$ cat src/rtl/sram_master_if.sv
// ============================================================================
// sram_master_if : request/response handshake between bus logic and sram_master
// Rev 1.0
// ============================================================================
`default_nettype none

interface sram_master_if #(
   parameter int ADDR_WIDTH = 11,
   parameter int DATA_WIDTH = 8
);
   logic                  req_valid;
   logic                  req_ready;
   logic                  req_write;
   logic [ADDR_WIDTH-1:0] req_addr;
   logic [DATA_WIDTH-1:0] req_wdata;
   logic                  rsp_valid;
   logic [DATA_WIDTH-1:0] rsp_rdata;

   modport master (
      output req_valid, req_write, req_addr, req_wdata,
      input  req_ready, rsp_valid, rsp_rdata
   );

   modport slave (
      input  req_valid, req_write, req_addr, req_wdata,
      output req_ready, rsp_valid, rsp_rdata
   );
endinterface

`default_nettype wire

$ cat src/rtl/sram_master.sv
// ============================================================================
// sram_master : turns single read/write requests into SETUP/STROBE/HOLD cycles
//               on an asynchronous byte-wide SRAM. Rev 1.0
// ============================================================================
`default_nettype none

module sram_master #(
   parameter int DATA_WIDTH   = 8,
   parameter int ADDR_WIDTH   = 11,
   parameter int SETUP_CYCLES = 1,
   parameter int PULSE_CYCLES = 2,
   parameter int HOLD_CYCLES  = 1
) (
   input  wire logic                  clk,
   input  wire logic                  rst_n,
   sram_master_if.slave               bus,
   output      logic [ADDR_WIDTH-1:0] sram_address_o,
   output      logic [DATA_WIDTH-1:0] sram_data_out_o,
   output      logic                  sram_data_oe_o,
   input  wire logic [DATA_WIDTH-1:0] sram_data_in_i,
   output      logic                  sram_write_enable_o,
   output      logic                  sram_output_enable_o
);

   localparam logic [3:0] SETUP_LD = 4'(SETUP_CYCLES - 1);
   localparam logic [3:0] PULSE_LD = 4'(PULSE_CYCLES - 1);
   localparam logic [3:0] HOLD_LD  = 4'(HOLD_CYCLES - 1);

   typedef enum logic [1:0] {
      ST_IDLE   = 2'd0,
      ST_SETUP  = 2'd1,
      ST_STROBE = 2'd2,
      ST_HOLD   = 2'd3
   } state_t;

   state_t                state_q;
   logic [3:0]            cnt_q;
   logic                  wr_q;
   logic                  ready_q;
   logic                  rsp_valid_q;
   logic [DATA_WIDTH-1:0] rdata_q;
   logic [ADDR_WIDTH-1:0] addr_q;
   logic [DATA_WIDTH-1:0] dout_q;
   logic                  doe_q;
   logic                  we_n_q;
   logic                  oe_n_q;

   // Address and write data live in the output registers themselves, so they
   // stay put in IDLE and through HOLD without extra copies.
   always_ff @(posedge clk or negedge rst_n) begin
      if (!rst_n) begin
         state_q     <= ST_IDLE;
         cnt_q       <= 4'd0;
         wr_q        <= 1'b0;
         ready_q     <= 1'b1;
         rsp_valid_q <= 1'b0;
         rdata_q     <= '0;
         addr_q      <= '0;
         dout_q      <= '0;
         doe_q       <= 1'b0;
         we_n_q      <= 1'b1;
         oe_n_q      <= 1'b1;
      end else begin
         rsp_valid_q <= 1'b0;
         case (state_q)
            ST_IDLE: begin
               if (bus.req_valid && ready_q) begin
                  state_q <= ST_SETUP;
                  cnt_q   <= SETUP_LD;
                  wr_q    <= bus.req_write;
                  ready_q <= 1'b0;
                  addr_q  <= bus.req_addr;
                  doe_q   <= bus.req_write;
                  if (bus.req_write) begin
                     dout_q <= bus.req_wdata;
                  end
               end
            end
            ST_SETUP: begin
               if (cnt_q == 4'd0) begin
                  state_q <= ST_STROBE;
                  cnt_q   <= PULSE_LD;
                  we_n_q  <= ~wr_q;
                  oe_n_q  <= wr_q;
               end else begin
                  cnt_q <= cnt_q - 4'd1;
               end
            end
            ST_STROBE: begin
               if (cnt_q == 4'd0) begin
                  state_q <= ST_HOLD;
                  cnt_q   <= HOLD_LD;
                  we_n_q  <= 1'b1;
                  oe_n_q  <= 1'b1;
                  if (!wr_q) begin
                     rdata_q     <= sram_data_in_i;
                     rsp_valid_q <= 1'b1;
                  end
               end else begin
                  cnt_q <= cnt_q - 4'd1;
               end
            end
            ST_HOLD: begin
               if (cnt_q == 4'd0) begin
                  state_q <= ST_IDLE;
                  ready_q <= 1'b1;
                  doe_q   <= 1'b0;
               end else begin
                  cnt_q <= cnt_q - 4'd1;
               end
            end
            default: begin
               state_q <= ST_IDLE;
               ready_q <= 1'b1;
               doe_q   <= 1'b0;
               we_n_q  <= 1'b1;
               oe_n_q  <= 1'b1;
            end
         endcase
      end
   end

   assign bus.req_ready        = ready_q;
   assign bus.rsp_valid        = rsp_valid_q;
   assign bus.rsp_rdata        = rdata_q;
   assign sram_address_o       = addr_q;
   assign sram_data_out_o      = dout_q;
   assign sram_data_oe_o       = doe_q;
   assign sram_write_enable_o  = we_n_q;
   assign sram_output_enable_o = oe_n_q;

endmodule

`default_nettype wire

$ cat src/flat_wrapper.sv
// flat-port wrapper written by rule: the top's interface ports become plain ports
module sram_master_flat 
#(
   parameter int DATA_WIDTH   = 8,
   parameter int ADDR_WIDTH   = 11,
   parameter int SETUP_CYCLES = 1,
   parameter int PULSE_CYCLES = 2,
   parameter int HOLD_CYCLES  = 1
)
  (clk, rst_n, sram_address_o, sram_data_out_o, sram_data_oe_o, sram_data_in_i, sram_write_enable_o, sram_output_enable_o, bus_req_valid, bus_req_write, bus_req_addr, bus_req_wdata, bus_req_ready, bus_rsp_valid, bus_rsp_rdata);
  sram_master_if #(.ADDR_WIDTH(ADDR_WIDTH), .DATA_WIDTH(DATA_WIDTH)) bus_i ();
  input  wire logic clk;
  input  wire logic rst_n;
  output      logic [ADDR_WIDTH-1:0] sram_address_o;
  output      logic [DATA_WIDTH-1:0] sram_data_out_o;
  output      logic sram_data_oe_o;
  input  wire logic [DATA_WIDTH-1:0] sram_data_in_i;
  output      logic sram_write_enable_o;
  output      logic sram_output_enable_o;
  input wire logic [$bits(bus_i.req_valid)-1:0] bus_req_valid;
  input wire logic [$bits(bus_i.req_write)-1:0] bus_req_write;
  input wire logic [$bits(bus_i.req_addr)-1:0] bus_req_addr;
  input wire logic [$bits(bus_i.req_wdata)-1:0] bus_req_wdata;
  output wire logic [$bits(bus_i.req_ready)-1:0] bus_req_ready;
  output wire logic [$bits(bus_i.rsp_valid)-1:0] bus_rsp_valid;
  output wire logic [$bits(bus_i.rsp_rdata)-1:0] bus_rsp_rdata;
  assign bus_i.req_valid = bus_req_valid;
  assign bus_i.req_write = bus_req_write;
  assign bus_i.req_addr = bus_req_addr;
  assign bus_i.req_wdata = bus_req_wdata;
  assign bus_req_ready = bus_i.req_ready;
  assign bus_rsp_valid = bus_i.rsp_valid;
  assign bus_rsp_rdata = bus_i.rsp_rdata;
  sram_master #(.DATA_WIDTH(DATA_WIDTH), .ADDR_WIDTH(ADDR_WIDTH), .SETUP_CYCLES(SETUP_CYCLES), .PULSE_CYCLES(PULSE_CYCLES), .HOLD_CYCLES(HOLD_CYCLES)) u_core (.clk(clk), .rst_n(rst_n), .bus(bus_i), .sram_address_o(sram_address_o), .sram_data_out_o(sram_data_out_o), .sram_data_oe_o(sram_data_oe_o), .sram_data_in_i(sram_data_in_i), .sram_write_enable_o(sram_write_enable_o), .sram_output_enable_o(sram_output_enable_o));
endmodule
$ cat config.mk
export PLATFORM = sky130hd
export DESIGN_NAME = sram_master_flat
export DESIGN_NICKNAME = d
export VERILOG_FILES = /design/src/rtl/sram_master_if.sv /design/src/rtl/sram_master.sv /design/src/flat_wrapper.sv
export SDC_FILE = /design/constraint.sdc
export NUM_CORES = 1
export LEC_CHECK = 0
export ABC_CLOCK_PERIOD_IN_PS = 3500
export CAP_MARGIN = 20
export CORE_MARGIN = 5
export CORE_UTILIZATION = 38
export CTS_BUF_LIST = sky130_fd_sc_hd__clkbuf_16
export CTS_CLUSTER_SIZE = 14
export DETAILED_ROUTE_END_ITERATION = 10
export PLACE_DENSITY = 0.81
export SKIP_CTS_REPAIR_TIMING = 1
export SKIP_LAST_GASP = 1
export SLEW_MARGIN = 30
export SYNTH_ARGS = -nofsm -noshare
export SYNTH_HDL_FRONTEND = slang
export SYNTH_SLANG_ARGS = --single-unit
$ cat constraint.sdc
create_clock -name clk -period 3.5 [get_ports clk]
set_input_delay 0.7 -clock clk [delete_from_list [all_inputs] [get_ports clk]]
set_output_delay 0.7 -clock clk [all_outputs]
set_load 0.03 [all_outputs]
# == After elaboration in Yosys (flattened, before gate mapping) ==
# Index checks and enable logic that the tools add are counted.
# word_totals
reg_bits,39
latch_bits,0
mem_bits_rw,0
rom_bits,0
inputBits,31
output_inout_bits,32
n_memories,0
# classes
addsub,1
mul,0
n_div,0
magnitude_cmp,0
eq_ne,8
n_shift,0
mux,23
n_bitwise,1
reduce_logical,12
# ops
operator,count
$mux W4,4
$pmux W4 S4,1
$reduce_and A3 Y1,4
$mux W1,9
$mux W2,4
$ne A2 B1 Y1 const B,4
$pmux W1 S2,4
$pmux W2 S4,1
$eq A2 B2 Y1 const B,2
$logic_not A4 Y1,1
$reduce_and A2 Y1,2
$reduce_and A4 Y1,1
$reduce_bool A2 Y1,2
$sub A4 B1 Y4 const B,1
$eq A2 B1 Y1 const B,1
$logic_not A2 Y1,1
$ne A2 B2 Y1 const B,1
$logic_and A1 B1 Y1,1
$not A1 Y1,1

# == Logic depth before layout (Yosys ltp) ==
# Gate-level depths: netlist of run 1.
# depth
depth_word,3
mapped_depth,6

# == Least setup slack after synthesis of run 1 ==
# Ideal clock, no wire load.
# synth_timing
path_type,register to register
startpoint,register u_core.state_q[0]
endpoint,register u_core.state_q[1]
setup_time_ns,0.125
arrival_time_ns,1.632
slack_ns,1.743
stages_incl_launch_ff,7
n_path_buf,1
cell_sequence,dfrtp_1 -> inv_1 -> ha_1 -> buf_2 -> or3_1 -> a21o_1 -> mux2_4
# synth_between
elab_chain_cells,3
# synth_rtl
item,line,source
"start, declared",sram_master.sv:36,state_t state_q;
"start signal, assigned",sram_master.sv:52,state_q <= ST_IDLE;
"start signal, assigned",sram_master.sv:68,state_q <= ST_SETUP;
"start signal, assigned",sram_master.sv:81,state_q <= ST_STROBE;
$eq A2 B2 Y1 (tied with other cells),sram_master.sv:65,case (state_q)
$ne A2 B1 Y1 (no source line),n/a,
$reduce_and A4 Y1 (no source line),n/a,
# Parallel ways exist; a longest one is shown, timed or not.
# A chain may end at the register's enable or synchronous reset.

# == Final worst setup path of run 1 ==
# layout_timing
startpoint,register u_core.ready_q (netlist: u_core.bus.req_ready)
endpoint,output port bus_req_ready
# layout_lines
item,line,source
"start, declared",sram_master.sv:39,logic ready_q;
"start signal, assigned",sram_master.sv:55,ready_q <= 1'b1;
"start signal, assigned",sram_master.sv:71,ready_q <= 1'b0;
"start signal, assigned",sram_master.sv:106,ready_q <= 1'b1;
"end, declared",flat_wrapper.sv:24,output wire logic [$bits(bus_i.req_ready)-1:0] bus_req_ready;
# No word-level cell between the ends.

==> results of run 1 <==
-- placed cells by master, fill, tap and decap left out, drive strengths merged, types with 3 or more instances in the layout --
cell type and instances:
dfstp 3, dfrtp 36, clkbuf 5, clkdlybuf4s50 61, ha 6, inv 7
nand2 5, mux2 28, nor2 5
-- worst reg2reg max path, stage by stage, from the launching register on --
cell,delay [ns]
dfrtp_1,0.40
inv_1,0.11
ha_1,0.42
nand3_1,0.54
mux2_2,0.45
-- registers in the layout, indices dropped and copies added (netlist names) --
name and count:
u_core.bus.req_ready 1, u_core.bus.rsp_rdata 8, u_core.bus.rsp_valid 1, u_core.cnt_q 4
u_core.sram_address_o 11, u_core.sram_data_oe_o 1, u_core.sram_data_out_o 8, u_core.sram_output_enable_o 1
u_core.sram_write_enable_o 1, u_core.state_q 2, u_core.wr_q 1
-- cell families (layout without fill, tap and decap cells) --
family	after synthesis	in the layout	share of synthesized area
mux	28	28	0.185
flops	39	39	0.568
compound gates	20	20	0.0870
fa+ha+maj	6	6	0.0435
simple gates	23	23	0.0899
buf+inv	11	76	0.0268
-- synthesized netlist by cell type --
master,instances,area (um2)
dfrtp_1,36,901
mux2_2,20,225
mux2_1,7,78.8
ha_1,6,75.1
inv_1,6,22.5
nand2_1,5,18.8
nor2_1,5,18.8
buf_2,4,20.0
dfstp_2,3,78.8
a211o_1,2,17.5
a21o_1,2,15.0
a21oi_1,2,10.0
a31oi_1,2,12.5
nor3_1,2,10.0
nor4b_1,2,17.5
o21bai_1,2,15.0
o22a_1,2,17.5
a21boi_0,1,7.51
a21boi_1,1,7.51
a22o_1,1,8.76
a22oi_1,1,7.51
a32o_1,1,10.0
and4_1,1,8.76
clkbuf_1,1,3.75
mux2_4,1,15.0
nand2b_1,1,6.26
nand3_1,1,5.00
nand3_4,1,17.5
nand4_2,1,12.5
nor3b_4,1,18.8
nor4_1,1,6.26
o211ai_1,1,7.51
o21ai_0,1,5.00
o32ai_1,1,8.76
or3_1,1,6.26
or3b_1,1,8.76
-- worst max path at each step --
| stage | slack [ns] | cells after the start | startpoint | end |
|---|---|---|---|---|
| after floorplan | 1.74 | 6 | u_core.state_q[0]$_DFFE_PN0P_ | u_core.state_q[1]$_DFFE_PN0P_ |
| after detailed placement | 1.22 | 3 | bus_req_valid | u_core.sram_address_o[8]$_DFFE_PN0P_ |
| final | 1.25 | 1 | u_core.bus.req_ready$_DFFE_PN1P_ | bus_req_ready |
| after global placement | 1.25 | 3 | bus_req_valid | u_core.sram_address_o[3]$_DFFE_PN0P_ |
| after global routing | 1.20 | 1 | u_core.bus.req_ready$_DFFE_PN1P_ | bus_req_ready |
| after CTS | 1.23 | 1 | u_core.bus.req_ready$_DFFE_PN1P_ | bus_req_ready |
-- metrics by stage --
stage,instances,total power [W],hold slack [ns],instance area [um2]
floorplan,127,0.00175,0.404,1730
global placement,236,0.00226,0.474,2380
detailed placement,236,0.00229,0.485,2380
CTS,244,0.00272,0.497,2520
global route,244,0.00287,0.433,2520
finish,244,0.00269,0.387,2520
-- power by group --
group / internal (W) / switching (W) / leakage, nW
clock network: 0.000256 / 0.000161 / 0.0701
logic: 0.000670 / 0.000783 / 0.567
registers: 0.000688 / 0.000133 / 0.469
-- layout make-up --
type / count / area, um2 / share of cell area
clock buffer: 5 / 125 / 0.0496
clock inverter: 3 / 11.3 / 0.00447
inverter: 6 / 22.5 / 0.00893
multi-input combinational: 77 / 699 / 0.277
sequential: 39 / 980 / 0.389
tap: 52 / 65.1 / 0.0258
timing repair buffer: 62 / 618 / 0.245
-- per-layer routing --
metal  vias up  global-route usage  routed length (um)
met5         -                   0                   0
met4         0              0.0498                  53
met3         6              0.0729                 411
met2        44               0.207                1770
met1       605               0.154                1510
li1        586                   -                   -
==> metrics.cfg, run 1 <==
[outcome]
run_status=finished clean

[floorplan]
die_w_um=77.4
die_h_um=77.4
fp-row-count=24
initial_core_util=0.394
ios=63
core_um2=4380
dieArea_um2=5990

[grt]
grt_pass1_wl_um=6330
grt_start_max_net_pins=40
antenna_found_initial=0
grt-ovfl-total=0
grtUsageTotal=0.133
first_global_vias=1344

[drt]
drt_iter0_drc=35
vias_per_cell=5.09
dr.pass1.iters=4
wl_per_cell_um=15.3
wl_um=3740
num_vias=1241
antenna_left=0
drc=0

[sta]
final_max_slew_viol_count=0
final_hold_viol_count=0
slew-limit-headroom=0.604
fin_crit_sh=0.644
setup_viol=0
fin_tns_setup_ns=0
grt_setup_unrepaired=no
fin_skew_ns=0.00357
max_freq_mhz=444
min_period_ns=2.25
fin_ws_ns=1.25
worst_slew_pin_slew_ns=0.592

[finish]
nets=228
syn_to_final_growth_pct=46.1
post-route-util=0.575
layout-drive-gt1-share=0.172
fillers=360
diodes=0

[worst_setup_path]
rr_startpoint=u_core.state_q[0]$_DFFE_PN0P_
cp-start-kind=flip-flop
r2r_cells=4
end_kind=primary output
rrSetupSlack_ns=1.48
cp.arrival_ns=1.55
path_buf_inv=1
crit_type=flip-flop to primary output
cp_slowest_cell=clkdlybuf4s50_1
slowest_delay_ns=0.70
path_cells=clkdlybuf4s50_1
crit_fanout=6
r2r-end=u_core.sram_address_o[6]$_DFFE_PN0P_
cp_top_family=buffers and inverters
worstPathRequired_ns=2.80

[logic_synthesis]
yosysWarnings=0
synth_cell_types=36
ys_seq_area_frac=0.568
syn_nets=164
synthesis.area_um2=1730
avgSynthCellArea_um2=13.6
netlist_instances=127
yosys_register_bits=39

[placement]
finalWeightedCongestion=0.771
port_buffers=62
pre_cts_ws_ns=1.22
hpwlAfterDp_um=2810

[clock_tree]
cts_sinks=39
cts_tree=yes
htreeDepth=2
worstSkewPairLatency_ns=0.28
root_buffer=clkbuf_16
cts_made_buffers=5
path_clk_slew_ns=0.06
clockBufferDepth=2

[job]
maxCapViolations=0

[power]
peakVddDrop_v=0.000554
leakagePower_nw=1.11
power_density_nw_per_um2=1070

[hold_path]
worstHoldPathType=input port to asynchronous set/reset pin

Power figures use the tool's default switching activity.
==> run 2, diff against run 1 <==
--- a/config.mk
+++ b/config.mk
@@ -5,14 +5,14 @@
 export SDC_FILE = /design/constraint.sdc
 export NUM_CORES = 1
 export LEC_CHECK = 0
-export ABC_CLOCK_PERIOD_IN_PS = 3500
+export ABC_CLOCK_PERIOD_IN_PS = 2000
 export CAP_MARGIN = 20
 export CORE_MARGIN = 5
 export CORE_UTILIZATION = 38
 export CTS_BUF_LIST = sky130_fd_sc_hd__clkbuf_16
 export CTS_CLUSTER_SIZE = 14
 export DETAILED_ROUTE_END_ITERATION = 10
-export PLACE_DENSITY = 0.81
+export PLACE_DENSITY = 0.84
 export SKIP_CTS_REPAIR_TIMING = 1
 export SKIP_LAST_GASP = 1
 export SLEW_MARGIN = 30
==> constraint.sdc (replaced) <==
create_clock -name clk -period 2 [get_ports clk]
set_input_delay 0.4 -clock clk [delete_from_list [all_inputs] [get_ports clk]]
set_output_delay 0.4 -clock clk [all_outputs]
set_load 0.03 [all_outputs]
==> metrics.cfg, run 2 (synthesis results as in run 1) <==
[outcome]
run_status=finished clean

[sta]
fin_skew_ns=0.00257  ; -0.000999 ns
fin_tns_setup_ns=0  ; unchanged
final_hold_viol_count=0  ; unchanged
grt_setup_unrepaired=no
slew-limit-headroom=0.669  ; +0.0648
fin_ws_ns=0.0575  ; -1.19 ns
min_period_ns=1.94
worst_slew_pin_slew_ns=0.497  ; -0.0956 ns
setup_viol=0  ; unchanged
max_freq_mhz=515
final_max_slew_viol_count=0  ; unchanged
fin_crit_sh=0.971

[floorplan]
dieArea_um2=5990  ; unchanged
ios=63  ; unchanged
die_w_um=77.4  ; unchanged
initial_core_util=0.394  ; unchanged
core_um2=4380  ; unchanged
fp-row-count=24  ; unchanged
die_h_um=77.4  ; unchanged

[clock_tree]
cts_tree=yes
cts_sinks=39  ; unchanged
root_buffer=clkbuf_16
clockBufferDepth=2  ; unchanged
worstSkewPairLatency_ns=0.28  ; about the same
htreeDepth=2  ; unchanged
cts_made_buffers=5  ; unchanged
path_clk_slew_ns=0.05  ; about the same

[placement]
place_area_um2=2430  ; +1.9%
finalWeightedCongestion=0.815  ; +5.7%
port_buffers=62  ; unchanged
pre_cts_ws_ns=0.205  ; -1.01 ns
dp.cells=242  ; +2.5%
hpwlAfterDp_um=2710  ; -3.4%

[power]
switching_power_w=0.00190  ; +76%
sw_frac_of_total=0.377  ; -0.0233
internal_power_w=0.00314  ; +94%
seq_power_share=0.285  ; -0.020
p_comb_frac=0.516  ; -0.024
power_density_nw_per_um2=1930  ; +80%
finalPower_w=0.00504  ; +87%
leakagePower_nw=1.16  ; +4.9%
clkPwrFrac=0.199  ; +0.044
peakVddDrop_v=0.00105  ; +89%

[worst_setup_path]
worstPathRequired_ns=1.60  ; -1.20 ns
end_kind=primary output
r2r_cells=4  ; unchanged
path_cells=clkdlybuf4s50_1
rrSetupSlack_ns=0.20  ; -1.28 ns
slowest_delay_ns=0.69  ; about the same
cp.arrival_ns=1.54  ; about the same
cp_slowest_cell=clkdlybuf4s50_1
r2r-end=u_core.sram_data_out_o[4]$_DFFE_PN0P_
cp_top_family=buffers and inverters
rr_startpoint=u_core.state_q[0]$_DFFE_PN0P_
crit_fanout=6  ; unchanged
cp-start-kind=flip-flop
crit_type=flip-flop to primary output
path_buf_inv=1  ; unchanged

[drt]
wl_um=3790  ; +1.3%
drc=0  ; unchanged
drt_iter0_drc=41  ; +17%
dr.pass1.iters=4  ; unchanged
antenna_left=0  ; unchanged
wl_per_cell_um=15.2  ; -1.1%
vias_per_cell=5.00  ; -1.8%
num_vias=1249  ; +0.64%

[finish]
final_area_um2=2620  ; +3.8%
final_cell_mix=clkdlybuf4s50_1, dfrtp_1, mux2_2
largest_register_ff_count=11  ; unchanged
final_common_cell=clkdlybuf4s50_1
nets=234  ; +2.6%
syn_to_final_growth_pct=51.6
layoutNonFillerInstCount=250  ; +2.5%
diodes=0  ; unchanged
layout-drive-gt1-share=0.207  ; +0.0352

[job]
maxCapViolations=0  ; unchanged

[grt]
first_global_vias=1331  ; -0.97%
grt-ovfl-total=0  ; unchanged
grtUsageTotal=0.137  ; +0.00345
grt_start_max_net_pins=40  ; unchanged
grt_pass1_wl_um=6660  ; +5.2%
antenna_found_initial=0  ; unchanged

[hold_path]
worstHoldPathType=input port to asynchronous set/reset pin

[run 2: area by class of cell]
type	count	area, um2
fill	355	1770
inverter	6	22.5
multi-input combinational	77	699
clock buffer	5	125
clock inverter	3	63.8
sequential	39	980
timing repair buffer	68	661
tap	52	65.1
[run 2: through the flow]
stage | hold WS (ns) | utilization
finish | 0.180 | 0.597
global route | 0.230 | 0.597
CTS | 0.200 | 0.597
detailed placement | 0.484 | 0.554
global placement | 0.475 | 0.554
floorplan | 0.104 | -
[run 2: how the worst max path moves through the flow]
stage / startpoint / end / slack, ns / cells past startpoint
finish: u_core.bus.req_ready$_DFFE_PN1P_ / bus_req_ready / 0.06 / 1
global route: u_core.bus.req_ready$_DFFE_PN1P_ / bus_req_ready / 0.01 / 1
CTS: u_core.bus.req_ready$_DFFE_PN1P_ / bus_req_ready / 0.05 / 1
detailed placement: u_core.state_q[0]$_DFFE_PN0P_ / u_core.sram_data_out_o[4]$_DFFE_PN0P_ / 0.21 / 4
global placement: u_core.state_q[0]$_DFFE_PN0P_ / u_core.sram_data_out_o[3]$_DFFE_PN0P_ / 0.25 / 4
floorplan: u_core.state_q[0]$_DFFE_PN0P_ / u_core.state_q[1]$_DFFE_PN0P_ / 0.24 / 6
[run 2: layer usage]
layer,share of wire,global-route usage
met1,0.42,0.168
met2,0.49,0.224
met3,0.076,0.0567
met4,0.011,0.0309
met5,0,0
[run 2: power by group through the flow]
stage,combinational [W],clock (W),sequential [W]
6_report,0.00260,0.00100,0.00144
3_3_place_gp,0.00256,0,0.00143
5_1_grt,0.00280,0.00107,0.00149
3_5_place_dp,0.00261,0,0.00145
2_1_floorplan,0.000994,0,0.00207
4_1_cts,0.00263,0.00102,0.00144
